--- src/rtl/bram_tile_loader.sv ---
// bram_tile_loader: copies a rectangular tile of 8-bit operands (one per 32-bit BRAM word, low
// byte) from a PS-shared BRAM into the per-lane A or W RAM write ports of the systolic system.
// The engine is start/busy/done. It reads one (line, lane) element per cycle, and each write
// follows its read by exactly one cycle.
//
// Ports:
//   clk, reset            system clock, synchronous active-high reset
//   start, sel            load request (IDLE only); target buffer 0=A, 1=W
//   src_base              BRAM byte address of element (0,0)
//   dst_line_base         first destination line in the lane RAMs
//   num_lines, num_lanes  tile shape; num_lanes of 0 or > LANES means LANES
//   busy, done            engine status; done is a one-cycle pulse
//   bram_addr/en/rdata    BRAM read port with a fixed read latency of 1
//   a_w_*, w_w_*          byte address / one-hot lane enable / data write ports
//
// Build option: define ZERO_PAD_EN to write zeros into lanes at or beyond num_lanes. Those
// lanes still issue no BRAM read. Without the macro they are skipped entirely.
module bram_tile_loader #(
  parameter int unsigned ARRAY_N     = 8,
  parameter int unsigned ARRAY_M     = 8,
  parameter int unsigned RAM_SIZE    = 256,
  parameter int unsigned ADDR_WIDTH  = $clog2(RAM_SIZE),
  parameter int unsigned BRAM_RD_LAT = 1,
  localparam int unsigned MAX_LANES  = (ARRAY_N > ARRAY_M) ? ARRAY_N : ARRAY_M,
  localparam int unsigned LANE_W     = $clog2(MAX_LANES) + 1
) (
  input  logic                  clk,
  input  logic                  reset,
  input  logic                  start,
  input  logic                  sel,
  input  logic [31:0]           src_base,
  input  logic [ADDR_WIDTH-1:0] dst_line_base,
  input  logic [ADDR_WIDTH:0]   num_lines,
  input  logic [LANE_W-1:0]     num_lanes,
  output logic                  busy,
  output logic                  done,
  output logic [31:0]           bram_addr,
  output logic                  bram_en,
  input  logic [31:0]           bram_rdata,
  output logic [31:0]           a_w_addr,
  output logic [31:0]           a_w_data,
  output logic [ARRAY_N-1:0]    a_w_en,
  output logic [31:0]           w_w_addr,
  output logic [31:0]           w_w_data,
  output logic [ARRAY_M-1:0]    w_w_en
);

  localparam int unsigned LINE_W = ADDR_WIDTH + 1;

  // The write stage assumes data arrives exactly one cycle after the read.
  if (BRAM_RD_LAT != 1) begin : g_lat_check
    $error("bram_tile_loader supports BRAM_RD_LAT == 1 only");
  end

  typedef enum logic [1:0] {StIdle, StRead, StDrain, StDone} state_e;

  state_e                  state_q;
  logic                    sel_q;
  logic [31:0]             src_base_q;
  logic [ADDR_WIDTH-1:0]   dst_q;
  logic [LINE_W-1:0]       num_lines_q;
  logic [LANE_W-1:0]       lanes_q;     // LANES of the selected buffer
  logic [LANE_W-1:0]       eff_q;       // clamped num_lanes
  logic [LANE_W-1:0]       lane_q;
  logic [LINE_W-1:0]       line_q;

  // Write pipeline: position of the read issued in the previous cycle.
  logic                    wr_valid_q;
  logic [LANE_W-1:0]       wr_lane_q;
  logic [LINE_W-1:0]       wr_line_q;
`ifdef ZERO_PAD_EN
  logic                    wr_pad_q;
`endif

  logic [LANE_W-1:0]       lanes_in, eff_in, lane_nxt;
  logic [LINE_W-1:0]       line_nxt;
  logic                    last_pos, last_lane, rd_hit;
  logic [31:0]             rd_addr_nxt, wr_addr, wr_data;
  logic [MAX_LANES-1:0]    lane_onehot;

  always_comb begin
    lanes_in    = sel ? LANE_W'(ARRAY_M) : LANE_W'(ARRAY_N);
    eff_in      = (num_lanes == '0 || num_lanes > lanes_in) ? lanes_in : num_lanes;
    last_lane   = (lane_q == lanes_q - LANE_W'(1));
    last_pos    = last_lane && (line_q == num_lines_q - LINE_W'(1));
    lane_nxt    = last_lane ? '0 : lane_q + LANE_W'(1);
    line_nxt    = last_lane ? line_q + LINE_W'(1) : line_q;
    rd_hit      = (lane_q < eff_q);
    // Source stride is always LANES words per line, whatever num_lanes is.
    rd_addr_nxt = src_base_q + ((32'(line_nxt) * 32'(lanes_q) + 32'(lane_nxt)) << 2);
  end

  always_ff @(posedge clk) begin
    if (reset) begin
      state_q     <= StIdle;
      busy        <= 1'b0;
      done        <= 1'b0;
      bram_en     <= 1'b0;
      bram_addr   <= '0;
      sel_q       <= 1'b0;
      src_base_q  <= '0;
      dst_q       <= '0;
      num_lines_q <= '0;
      lanes_q     <= '0;
      eff_q       <= '0;
      lane_q      <= '0;
      line_q      <= '0;
      wr_valid_q  <= 1'b0;
      wr_lane_q   <= '0;
      wr_line_q   <= '0;
`ifdef ZERO_PAD_EN
      wr_pad_q    <= 1'b0;
`endif
    end else begin
      wr_valid_q <= 1'b0;
      unique case (state_q)
        StIdle: begin
          if (start) begin
            sel_q       <= sel;
            src_base_q  <= src_base;
            dst_q       <= dst_line_base;
            num_lines_q <= num_lines;
            lanes_q     <= lanes_in;
            eff_q       <= eff_in;
            lane_q      <= '0;
            line_q      <= '0;
            busy        <= 1'b1;
            if (num_lines == '0) begin
              state_q <= StDone;
              done    <= 1'b1;
            end else begin
              // Lane 0 is always valid because eff_in >= 1.
              state_q   <= StRead;
              bram_en   <= 1'b1;
              bram_addr <= src_base;
            end
          end
        end
        StRead: begin
          wr_lane_q <= lane_q;
          wr_line_q <= line_q;
`ifdef ZERO_PAD_EN
          wr_valid_q <= 1'b1;
          wr_pad_q   <= !rd_hit;
`else
          wr_valid_q <= rd_hit;
`endif
          if (last_pos) begin
            state_q   <= StDrain;
            bram_en   <= 1'b0;
            bram_addr <= '0;
          end else begin
            lane_q    <= lane_nxt;
            line_q    <= line_nxt;
            bram_en   <= (lane_nxt < eff_q);
            bram_addr <= (lane_nxt < eff_q) ? rd_addr_nxt : '0;
          end
        end
        StDrain: begin
          state_q <= StDone;
          done    <= 1'b1;
        end
        StDone: begin
          state_q <= StIdle;
          done    <= 1'b0;
          busy    <= 1'b0;
        end
        default: state_q <= StIdle;
      endcase
    end
  end

  // Write port: byte address lets the downstream divide by LANES*4 to recover the line.
  always_comb begin
    wr_addr     = ((32'(dst_q) + 32'(wr_line_q)) * 32'(lanes_q) + 32'(wr_lane_q)) << 2;
    lane_onehot = MAX_LANES'(1) << wr_lane_q;
`ifdef ZERO_PAD_EN
    wr_data     = wr_pad_q ? '0 : bram_rdata;
`else
    wr_data     = bram_rdata;
`endif
    a_w_en      = '0;
    a_w_addr    = '0;
    a_w_data    = '0;
    w_w_en      = '0;
    w_w_addr    = '0;
    w_w_data    = '0;
    if (wr_valid_q) begin
      if (sel_q) begin
        w_w_en   = lane_onehot[ARRAY_M-1:0];
        w_w_addr = wr_addr;
        w_w_data = wr_data;
      end else begin
        a_w_en   = lane_onehot[ARRAY_N-1:0];
        a_w_addr = wr_addr;
        a_w_data = wr_data;
      end
    end
  end

endmodule
--- config.mk ---
export PLATFORM = sky130hd
export DESIGN_NAME = bram_tile_loader
export DESIGN_NICKNAME = d
export VERILOG_FILES = /design/src/rtl/bram_tile_loader.sv
export SDC_FILE = /design/constraint.sdc
export NUM_CORES = 1
export LEC_CHECK = 0
export ABC_AREA = 1
export BUFFER_PORTS_ARGS = -buffer_cell sky130_fd_sc_hd__buf_4
export CAP_MARGIN = 0
export CORE_MARGIN = 2
export CORE_UTILIZATION = 53
export CTS_CLUSTER_DIAMETER = 150
export CTS_CLUSTER_SIZE = 40
export DETAILED_ROUTE_END_ITERATION = 10
export PLACE_DENSITY = 0.88
export REMOVE_ABC_BUFFERS = 1
export SYNTH_ARGS = -nofsm -noshare
export SYNTH_HDL_FRONTEND = slang
export SYNTH_SLANG_ARGS = --single-unit
--- constraint.sdc ---
create_clock -name clk -period 4.5 [get_ports clk]
set_clock_uncertainty 0.2 [all_clocks]
set_input_delay 0.45 -clock clk [delete_from_list [all_inputs] [get_ports clk]]
set_output_delay 0.45 -clock clk [all_outputs]
set_load 0.005 [all_outputs]
==> impl_metrics.csv, run 1 <==
group,metric,value,unit
cts,tritoncts_clock_tree,"built",
timing,final-max-slew-violation-count,0,
critical_path,critical_path_arrival,4200,ps
floorplanning,starting_density_of_the_core,0.546,
power_and_ir_drop,power_density,541,nW/um2
detailed_routing,route.final.wire_length,28400,um
synthesis,synth.cell_area,8740,um2
cts,master_cell_of_the_clock_root_buffer,"clkbuf_16",
critical_path,path_class,"reg -> reg",
finish,final_layout_size_suffix_gt1_frac,0.177,
detailed_routing,detailedRoute.firstIterationViolations,613,
min_path,timing.hold.worst.class,"in -> reg",
placed_design,detailedPlacementHpwl,21300,um
synthesis,synth_edf_count,0,
critical_path,crit_family,"simple AND/OR/NAND/NOR gates",
timing,final-hold-violation-count,0,
floorplanning,rows,46,
critical_path,max_stage_delay,400,ps
placed_design,gp_congestion,0.949,
global_route,antenna_violations_before_repair,2,
global_route,via_count_of_the_first_global_routing_pass,9377,
floorplanning,pin_count,268,
timing,fmaxAchievable,0.248,GHz
timing,totalNegativeSetupSlack,0,ps
critical_path,crit_fanout,10,
synthesis,synth.yosys.seq_area_share,0.273,
synthesis,synth_seq_cells,119,
placed_design,place_worst_setup_slack,470,ps
synthesis,syn_inst,1434,
critical_path,worst_setup_path_end_kind,"flip-flop",
global_route,globalRoute.totalOverflow,0,
timing,max_slew.worst_pin.slew,1190,ps
global_route,grt_start_max_net_pins,74,
floorplanning,die_height,132,um
floorplanning,die-area,17500,um2
cts,holdBufCountCts,0,
finish,fill_cells,1427,
run_status,outcome,"finished clean",
detailed_routing,avgRoutedWirePerCell,15.3,um
critical_path,cp_data_required_time,4660,ps
finish,insertedDiodeCount,0,
synthesis,ys_types,43,
finish,layout.nets,1761,
cts,clock-sinks,119,
timing,final_period_minus_worst_setup_slack,4040,ps
timing,final.hold.worst_slack,42.6,ps
detailed_routing,route.detailed.drc,0,
finish,final_core_util,0.692,
timing,final_critical_path_setup_slack,460,ps
synthesis,synth-warning-count,0,
placed_design,io_buffers,229,
power_and_ir_drop,leakage_power_summed_over_all_cells,5.62,nW
cts,cts_made_buffers,17,
critical_path,timing.critical_path.buf_inv,1,
floorplanning,die_width,132,um
synthesis,avgSynthCellArea,6.10,um2
synthesis,synth_flop_cell,"dfxtp_1",
cts,number_of_h_tree_levels,4,
timing,final_min_period_over_clock_period,0.898,
detailed_routing,drtPass1Iterations,5,
timing,rsz_0062_raised_after_global_routing,"no",
flow_run,cap_viol_max_count,0,
detailed_routing,drt.antenna.violating_nets,0,
cts,path_clk_slew,50,ps
critical_path,timing.critical_path.from_type,"flip-flop",
timing,number_of_endpoints_failing_setup_at_the_final_stage,0,
cts,cts_buffer_depth,2,
timing,max-slew-margin-rel,0.201,
detailed_routing,detailroute.via_count,9846,
finish,area_delta_synth_final,26.7,%
floorplanning,placeableCoreArea,16000,um2
cts,cts-resized-gates,0,
cts,insertion_delay,430,ps
critical_path,cpMostUsedCell,"nand2_1",
power_and_ir_drop,worst_ir_drop_vdd,0.275,mV
synthesis,asyncSetResetFlopFracSynth,0,
critical_path,timing.critical_path.slowest_stage_cell,"dfxtp_1",
global_route,first_pass_grt_wire_length,45000,um
global_route,grt_usage,0.318,
detailed_routing,avgViaCountPerCell,5.30,
cts,post_cts.repair.setup_buffers,0,
[power by group]
group          switching (mW)  total [mW]  internal [mW]
clock network           0.480        1.62           1.14
registers               0.288        1.68           1.39
logic                    1.74        2.70          0.959
[through the flow]
stage | std cells | instance area, um2 | power, mW
floorplan | 1372 | 8310 | 3.37
global placement | 1826 | 10400 | 4.24
detailed placement | 1826 | 10400 | 4.32
CTS | 1858 | 11100 | 5.97
global route | 1858 | 11100 | 6.42
finish | 1858 | 11100 | 6.00
[flip-flops by register name, summed over array words and instances (netlist names), 2 cells and up]
register / flops
state_q: 2
bram_addr: 32
line_q: 9
num_lines_q: 9
wr_lane_q: 4
eff_q: 4
dst_q: 8
src_base_q: 32
wr_line_q: 9
lane_q: 4
[worst reg2reg max path, stage by stage (launching register included)]
cell,delay [ps]
dfxtp_1,400
ha_1,230
nand2_2,100
nor2_4,150
nand2_4,110
xor2_1,170
nor2_1,110
ha_1,170
ha_1,180
nand2_1,70
nor2_2,190
nand3_1,110
nand2_1,70
nand2_1,90
ha_1,350
nand2_1,140
inv_1,50
nand2_1,60
nand2_1,80
a21oi_1,210
nand2_2,170
nand2_1,90
nand2_1,50
nor2_1,120
nand3_1,110
a21oi_1,170
[synthesized netlist by cell type (16+ instances only)]
cell type  instances  share of area
dfxtp_1          119           0.27
nand3_1           86          0.049
nand4_1           26          0.019
ha_1              41          0.059
nand2_1          280           0.12
buf_4             40          0.034
o21ai_0          116          0.066
nor2_1           285           0.12
inv_1            171          0.073
a21oi_1          109          0.062
xnor2_1           23          0.023
clkbuf_1          42          0.018
xor2_1            16          0.016
[cell families (layout without fill, tap and decap cells)]
| logic type | count (synthesis) | count (layout) | share of synthesized area |
|---|---|---|---|
| XOR/XNOR | 39 | 39 | 0.0391 |
| buffers and inverters | 274 | 445 | 0.141 |
| flip-flops | 119 | 119 | 0.273 |
| AO/OA/AOI/OAI | 235 | 235 | 0.138 |
| adder cells (fa/ha/maj) | 43 | 43 | 0.0633 |
| AND/OR/NAND/NOR | 723 | 723 | 0.345 |
| other | 1 | 38 | 0.000429 |
[worst paths after layout]
kind / startpoint / to / slack (ps) / depth (start not counted)
max: lane_q[1]$_SDFFE_PP0P_ / bram_addr[15]$_SDFFE_PP0P_ / 460 / 25
max reg2reg: lane_q[1]$_SDFFE_PP0P_ / bram_addr[15]$_SDFFE_PP0P_ / 460 / 25
min: start / num_lines_q[7]$_SDFFE_PP0P_ / 40 / 2
min reg2reg: eff_q[3]$_SDFFE_PP0P_ / eff_q[3]$_SDFFE_PP0P_ / 270 / 2
[routing by layer]
layer	wire [um]	vias up	global-route usage
met5	20	-	0
met4	1300	4	0.176
met3	2050	89	0.0820
met2	14200	400	0.577
met1	10800	4466	0.333
li1	-	4887	-
[layout by cell type, fill, tap and decap left out, types with 3 or more instances in the layout]
cell type | netlist | final
a21oi_1 | 109 | 109
and2_1 | 4 | 4
buf_4 | 40 | 238
bufinv_16 | 0 | 7
clkbuf_1 | 42 | 4
clkbuf_16 | 0 | 17
clkbuf_8 | 0 | 3
conb_1 | 1 | 38
dfxtp_1 | 119 | 119
ha_1 | 41 | 41
inv_1 | 171 | 170
nand2_1 | 280 | 276
nand2_2 | 3 | 7
nand3_1 | 86 | 86
nand3b_1 | 9 | 9
nand4_1 | 26 | 26
nor2_1 | 285 | 285
nor2_2 | 5 | 5
nor3_1 | 12 | 12
nor4_1 | 4 | 4
o21ai_0 | 116 | 116
xnor2_1 | 23 | 23
xor2_1 | 16 | 16
[final cells by class]
type                       instances  area [um2]  share of cell area
clock buffer                      24         482              0.0435
clock inverter                     8         215              0.0194
inverter                         175         662              0.0597
multi-input combinational       1078        5280               0.477
sequential                       119        2380               0.215
tap                              216         270              0.0244
timing repair buffer             238        1790               0.161
Power figures use the tool's default switching activity.
==> run 2: changes to the inputs <==
--- a/config.mk
+++ b/config.mk
@@ -15,6 +15,7 @@
 export DETAILED_ROUTE_END_ITERATION = 10
 export PLACE_DENSITY = 0.88
 export REMOVE_ABC_BUFFERS = 1
+export SETUP_SLACK_MARGIN = 0.5
 export SYNTH_ARGS = -nofsm -noshare
 export SYNTH_HDL_FRONTEND = slang
 export SYNTH_SLANG_ARGS = --single-unit
==> run 2 against run 1 <==
  * Count of clock-buffer cells in the layout unchanged
  * Die area is the same
  * Largest power group unchanged
  * First-iteration DRC count rose by 1.3%
  * Critical path type unchanged
  * Clock power about the same
  * Final cell count grew 0.22%
==> impl_metrics.csv, run 2 (same netlist as run 1, synthesis figures left out) <==
group,metric,value,unit
run_status,outcome,"finished clean",
min_path,hold_path_depth,2,
floorplanning,pin_count,268,
global_route,globalRoute.totalOverflow,0,
critical_path,path_cells,"ha_4, nand2_2, nor2_4, nand2_4, xor2_1, nor2_1, ha_2, nor3b_4, nand4_1, nor2_1, ha_1, a21oi_1, nand2_1, a21oi_2, nand2_2, nand2_1, nand2_1, nor2_1, nand3_1, a21oi_1",
cts,clock-sinks,119,
finish,reg.largest.list,"bram_addr: 32 flops, src_base_q: 32 flops",
detailed_routing,drt.antenna.violating_nets,0,
finish,final_core_util,0.704,
critical_path,worst_setup_path_end_kind,"flip-flop",
detailed_routing,drtPass1Iterations,5,
finish,final_layout_size_suffix_gt1_frac,0.198,
timing,number_of_endpoints_failing_setup_at_the_final_stage,0,
global_route,first_pass_grt_wire_length,44900,um
timing,totalNegativeSetupSlack,0,ps
timing,fmaxAchievable,0.264,GHz
floorplanning,die_width,132,um
power_and_ir_drop,leakage_power_summed_over_all_cells,5.65,nW
flow_run,cap_viol_max_count,0,
cts,cts_made_buffers,17,
timing,final-max-slew-violation-count,0,
min_path,hold_path_end,"num_lines_q[7]$_SDFFE_PP0P_",
finish,layout.nets,1765,
global_route,antenna_violations_before_repair,2,
critical_path,path_class,"reg -> reg",
finish,area_delta_synth_final,28.8,%
placed_design,detailedPlacementHpwl,21300,um
critical_path,regToRegStartpoint,"lane_q[0]$_SDFFE_PP0P_",
floorplanning,die_height,132,um
timing,final-hold-violation-count,0,
finish,final_cell_area,11300,um2
cts,insertion_delay,440,ps
timing,final_period_minus_worst_setup_slack,3780,ps
global_route,via_count_of_the_first_global_routing_pass,9366,
detailed_routing,detailroute.via_count,9911,
placed_design,postPlaceCellArea,10400,um2
floorplanning,starting_density_of_the_core,0.546,
cts,cts_buffer_depth,2,
critical_path,timing.reg2reg.worst_path_depth,20,
cts,number_of_h_tree_levels,4,
detailed_routing,route.final.wire_length,28800,um
cts,master_cell_of_the_clock_root_buffer,"clkbuf_16",
detailed_routing,avgRoutedWirePerCell,15.4,um
critical_path,reg2reg_slack,720,ps
finish,layout.cells.most_common,"nor2_1",
critical_path,max_stage_delay,370,ps
critical_path,critical_path_arrival,3950,ps
critical_path,crit_family,"simple AND/OR/NAND/NOR gates",
finish,layout.cells.most_common_list,"nor2_1 (280), nand2_1 (267), buf_4 (241)",
critical_path,timing.critical_path.buf_inv,0,
critical_path,cp_data_required_time,4670,ps
min_path,min_delay_startpoint,"start",
cts,holdBufCountCts,0,
critical_path,crit-reg2reg-capture,"bram_addr[15]$_SDFFE_PP0P_",
timing,max-slew-margin-rel,0.216,
floorplanning,die-area,17500,um2
power_and_ir_drop,worst_ir_drop_vdd,0.274,mV
placed_design,io_buffers,229,
power_and_ir_drop,power_density,539,nW/um2
floorplanning,rows,46,
cts,path_clk_slew,50,ps
critical_path,critical_path_cell_count,20,
timing,max_slew.worst_pin.slew,1170,ps
timing,final_min_period_over_clock_period,0.840,
min_path,timing.hold.worst.class,"in -> reg",
critical_path,timing.critical_path.slowest_stage_cell,"dfxtp_4",
cts,tritoncts_clock_tree,"built",
detailed_routing,avgViaCountPerCell,5.32,
floorplanning,placeableCoreArea,16000,um2
detailed_routing,route.detailed.drc,0,
timing,rsz_0062_raised_after_global_routing,"yes",
global_route,grt_usage,0.318,
critical_path,timing.critical_path.from_type,"flip-flop",
placed_design,gp_congestion,0.949,
detailed_routing,detailedRoute.firstIterationViolations,621,
global_route,grt_start_max_net_pins,74,
critical_path,crit_fanout,7,
finish,insertedDiodeCount,0,
-- run 2: cell count changes in the layout (fill, tap and decap cells not counted), moves of 3 or more --
cell     change
nor2_2       +3
dfxtp_1      -4
buf_4        +3
a21oi_1      -4
ha_4         +5
nand2_2     +10
nand2_1      -9
ha_1         -6
nor2_1       -5
a21oi_2      +4
-- run 2: through the flow --
step / power (mW) / cells / worst slack (ps) / hold WS (ps)
4_1_cts: 5.97 / 1858 / 486 / 35.1
3_3_place_gp: 4.24 / 1826 / 597 / 256
6_report: 6.07 / 1862 / 718 / 30.5
3_5_place_dp: 4.32 / 1826 / 470 / 259
5_1_grt: 6.49 / 1862 / 459 / 43.5
2_1_floorplan: 3.37 / 1372 / 453 / 239
-- run 2: power breakdown --
group / internal, mW / switching, mW / total, mW
Clock: 1.14 / 0.486 / 1.62
Sequential: 1.40 / 0.296 / 1.69
Combinational: 0.987 / 1.77 / 2.75
-- run 2: layer usage --
layer,GRT usage,wire [um]
met3,0.0820,2120
met1,0.334,10800
met2,0.577,14400
met4,0.176,1370
met5,0,21
-- run 2: final cells by class --
| class | count | area (um2) |
|---|---|---|
| timing repair buffer | 241 | 1810 |
| inverter | 175 | 662 |
| tap | 216 | 270 |
| sequential | 119 | 2390 |
| clock buffer | 24 | 482 |
| fill | 1393 | 4740 |
| multi-input combinational | 1079 | 5430 |
| clock inverter | 8 | 215 |
-- run 2: worst max-delay path by stage --
stage | start | endpoint
2_1_floorplan | state_q[1]$_SDFFE_PP0P_ | bram_addr[4]$_SDFFE_PP0P_
3_3_place_gp | lane_q[1]$_SDFFE_PP0P_ | bram_addr[15]$_SDFFE_PP0P_
3_5_place_dp | lane_q[1]$_SDFFE_PP0P_ | bram_addr[31]$_SDFFE_PP0P_
4_1_cts | lane_q[1]$_SDFFE_PP0P_ | bram_addr[21]$_SDFFE_PP0P_
5_1_grt | lane_q[0]$_SDFFE_PP0P_ | bram_addr[19]$_SDFFE_PP0P_
6_report | lane_q[0]$_SDFFE_PP0P_ | bram_addr[15]$_SDFFE_PP0P_
-- run 2: what timing repair did --
| action | 4_1_cts | 5_1_grt |
|---|---|---|
| buffers inserted | 0 | 3 |
| pin swaps | 0 | 9 |
| setup endpoints to repair | 8 | 21 |
| gates resized for setup | 3 | 38 |
| cloned | 0 | 1 |
==> run 3: changes to the inputs <==
--- a/config.mk
+++ b/config.mk
@@ -5,15 +5,15 @@
 export SDC_FILE = /design/constraint.sdc
 export NUM_CORES = 1
 export LEC_CHECK = 0
-export ABC_AREA = 1
+export ABC_AREA = 0
 export BUFFER_PORTS_ARGS = -buffer_cell sky130_fd_sc_hd__buf_4
 export CAP_MARGIN = 0
 export CORE_MARGIN = 2
-export CORE_UTILIZATION = 53
+export CORE_UTILIZATION = 47
 export CTS_CLUSTER_DIAMETER = 150
 export CTS_CLUSTER_SIZE = 40
 export DETAILED_ROUTE_END_ITERATION = 10
-export PLACE_DENSITY = 0.88
+export PLACE_DENSITY = 0.84
 export REMOVE_ABC_BUFFERS = 1
 export SETUP_SLACK_MARGIN = 0.5
 export SYNTH_ARGS = -nofsm -noshare
==> constraint.sdc (replaced) <==
create_clock -name clk -period 3.2 [get_ports clk]
set_clock_uncertainty 0.2 [all_clocks]
set_input_delay 0.32 -clock clk [delete_from_list [all_inputs] [get_ports clk]]
set_output_delay 0.32 -clock clk [all_outputs]
set_load 0.005 [all_outputs]
==> run 3 against run 2 <==
  * The flow now finishes with violations (setup timing)
  * Area after synthesis decreased by 6.0%
  * Die area increased by 5.8%
  * Sequential power increased by 21%
  * Non-clock buffer count increased by 189
  * Register-to-register slack got worse by 1700 ps
  * First-iteration DRC count increased by 70%
  * Worst hold slack got worse by 14 ps
  * Highest routed layer is now met4
==> impl_metrics.csv, run 3 <==
group,metric,value,unit
run_status,outcome,"finished with violations",
run_status,violations,"setup timing",
cts,path_clk_slew,60,ps
cts,number_of_h_tree_levels,4,
finish,layout.cells.most_common,"buf_4",
placed_design,place_worst_setup_slack,-1000,ps
finish,insertedDiodeCount,0,
power_and_ir_drop,switching_share,0.393,
power_and_ir_drop,p_comb_frac,0.425,
timing,final_min_period_over_clock_period,1.32,
cts,clock-sinks,119,
synthesis,synthTopCellsByArea,"dfxtp_1 (29%), nand2_1 (7.2%), a21oi_1 (6.4%)",
detailed_routing,detailroute.via_count,10500,
timing,final-max-slew-violation-count,0,
finish,area_delta_synth_final,61.7,%
synthesis,synth_top_cell_by_area,"dfxtp_1",
synthesis,synth.cells.most_frequent,"nand2_1 (157), dfxtp_1 (119), a21oi_1 (105)",
global_route,via_count_of_the_first_global_routing_pass,9668,
floorplanning,rows,48,
synthesis,synth_top_area_frac,0.290,
power_and_ir_drop,power_density,521,nW/um2
global_route,first_pass_grt_wire_length,50100,um
placed_design,gp_congestion,0.951,
finish,reg.largest.list,"bram_addr: 32 flops, src_base_q: 32 flops",
finish,layout.cells.most_common_list,"buf_4 (337), nand2_1 (145), dfxtp_1 (111)",
detailed_routing,drtPass1Iterations,8,
timing,final_critical_path_setup_slack,-1020,ps
synthesis,synth_flop_cell,"dfxtp_1",
detailed_routing,avgRoutedWirePerCell,21.9,um
synthesis,synth_edf_count,0,
critical_path,timing.critical_path.from_type,"flip-flop",
timing,final-hold-violation-count,0,
floorplanning,pin_count,268,
finish,fill_cells,1010,
cts,cts_made_buffers,17,
placed_design,io_buffers,229,
synthesis,synthMostInstantiatedCell,"nand2_1",
timing,rsz_0062_raised_after_global_routing,"yes",
synthesis,syn_inst,1099,
flow_run,cap_viol_max_count,0,
synthesis,avgSynthCellArea,7.48,um2
floorplanning,die_width,136,um
cts,insertion_delay,440,ps
synthesis,asyncSetResetFlopFracSynth,0,
finish,final_core_util,0.774,
global_route,grt_usage,0.344,
synthesis,synth_seq_cells,119,
power_and_ir_drop,total_switching_power,2.72,mW
synthesis,synth.yosys.seq_area_share,0.290,
synthesis,synth-warning-count,0,
synthesis,synth.cell_area,8220,um2
finish,final_layout_size_suffix_gt1_frac,0.393,
synthesis,ys_types,70,
detailed_routing,drt.antenna.violating_nets,0,
timing,final_period_minus_worst_setup_slack,4220,ps
cts,master_cell_of_the_clock_root_buffer,"clkbuf_16",
timing,max-slew-margin-rel,0.501,
timing,number_of_endpoints_failing_setup_at_the_final_stage,45,
floorplanning,starting_density_of_the_core,0.478,
power_and_ir_drop,worst_ir_drop_vdd,0.488,mV
cts,cts_buffer_depth,2,
detailed_routing,detailedRoute.firstIterationViolations,1057,
timing,max_slew.worst_pin.slew,749,ps
critical_path,critical_path_arrival,4390,ps
cts,tritoncts_clock_tree,"built",
min_path,timing.hold.worst.class,"in -> reg",
critical_path,worst_setup_path_end_kind,"flip-flop",
global_route,grt_start_max_net_pins,62,
power_and_ir_drop,share_seq_of_total_power,0.294,
timing,totalNegativeSetupSlack,-20260,ps
global_route,antenna_violations_before_repair,0,
detailed_routing,route.final.wire_length,37400,um
floorplanning,die-area,18600,um2
floorplanning,die_height,136,um
detailed_routing,route.detailed.drc,0,
power_and_ir_drop,p_int,4.21,mW
detailed_routing,avgViaCountPerCell,6.14,
critical_path,crit_fanout,4,
critical_path,cp_data_required_time,3370,ps
floorplanning,placeableCoreArea,17200,um2
placed_design,detailedPlacementHpwl,21000,um
critical_path,path_class,"reg -> reg",
power_and_ir_drop,pwr-share-clk,0.281,
global_route,globalRoute.totalOverflow,0,
power_and_ir_drop,leakage_power_summed_over_all_cells,5.95,nW
finish,layout.nets,1602,
timing,fmaxAchievable,0.237,GHz
==> run 3: cell count changes in the layout (fill, tap and decap cells not counted), sizes merged, moves of 17 or more <==
cell	previous run	this run
a221oi	1	18
and2	4	46
and3	2	53
buf	241	379
dlygate4sd3	0	51
inv	173	36
nand2	286	157
nand3	87	19
nor2	291	84
nor3	12	46
o21ai	118	22
xor2	16	34
==> run 3: final timing paths <==
check / startpoint / to / slack (ps) / depth (start not counted)
worst max-delay path: lane_q[3]$_SDFFE_PP0P_ / bram_addr[24]$_SDFFE_PP0P_ / -1020 / 19
worst min-delay path: reset / src_base_q[20]$_SDFFE_PP0P_ / 20 / 2
worst max register to register: lane_q[3]$_SDFFE_PP0P_ / bram_addr[24]$_SDFFE_PP0P_ / -1020 / 19
worst min register to register: dst_q[6]$_SDFFE_PP0P_ / dst_q[6]$_SDFFE_PP0P_ / 260 / 2
==> run 3: layout make-up <==
cell class                 count  area [um2]  area share
multi-input combinational    866        6350       0.478
timing repair buffer         430        3530       0.266
sequential                   119        2400       0.180
clock buffer                  23         498      0.0375
tap                          225         282      0.0212
inverter                      36         135      0.0102
clock inverter                 8        95.1     0.00716
==> run 3: power by group through the flow <==
stage	clock network, mW	logic [mW]	registers [mW]
3_3_place_gp	0	2.30	2.01
2_1_floorplan	0	1.32	1.99
3_5_place_dp	0	2.36	2.01
5_1_grt	2.02	3.12	2.05
4_1_cts	1.94	2.58	2.00
6_report	1.95	2.94	2.04
==> run 3: logic make-up after synthesis <==
| logic type | Yosys count | synth area share |
|---|---|---|
| buffers and inverters | 151 | 0.0880 |
| multiplexers | 10 | 0.0122 |
| AND/OR/NAND/NOR | 484 | 0.292 |
| AO/OA/AOI/OAI | 229 | 0.183 |
| other | 1 | 0.000456 |
| XOR/XNOR | 62 | 0.0678 |
| adder cells (fa/ha/maj) | 43 | 0.0673 |
| flip-flops | 119 | 0.290 |
==> run 3: worst max-delay path: stages, from the launching register on <==
cell      delay, ps
dfxtp_4         360
xnor2_4         140
buf_4           150
nor4b_2         280
buf_4           170
buf_4           130
nand3_1         100
xnor2_1         190
buf_4           190
nand2_2         120
xnor2_1         170
ha_1            360
buf_4           170
nand4_1         170
nor3_2          220
nor2_2           90
and3_4          190
or3_1           330
a21boi_1        230
o31a_1          170
==> run 3: routing by layer <==
metal / GRT usage / up-vias / part of all wire
met3: 0.0850 / 255 / 0.093
li1: - / 4509 / -
met1: 0.361 / 4924 / 0.33
met5: 0 / - / 0
met4: 0.215 / 0 / 0.077
met2: 0.616 / 792 / 0.49
==> run 3: what timing repair did <==
item	4_1_cts	5_1_grt
gates resized for setup	146	109
endpoints found under the hold margin	50	0
setup buffers	27	19
setup endpoints to repair	65	65
pin swaps	73	59
hold buffers	51	0
==> run 3: metrics by stage <==
step	hold WS, ps	area, um2	total power [mW]	cells
final	16.3	13300	6.92	1707
after global routing	17.8	13300	7.19	1707
after CTS	2.06	12500	6.52	1688
after detailed placement	255	10600	4.37	1579
after global placement	243	10600	4.30	1579
after floorplan	185	7770	3.31	1021
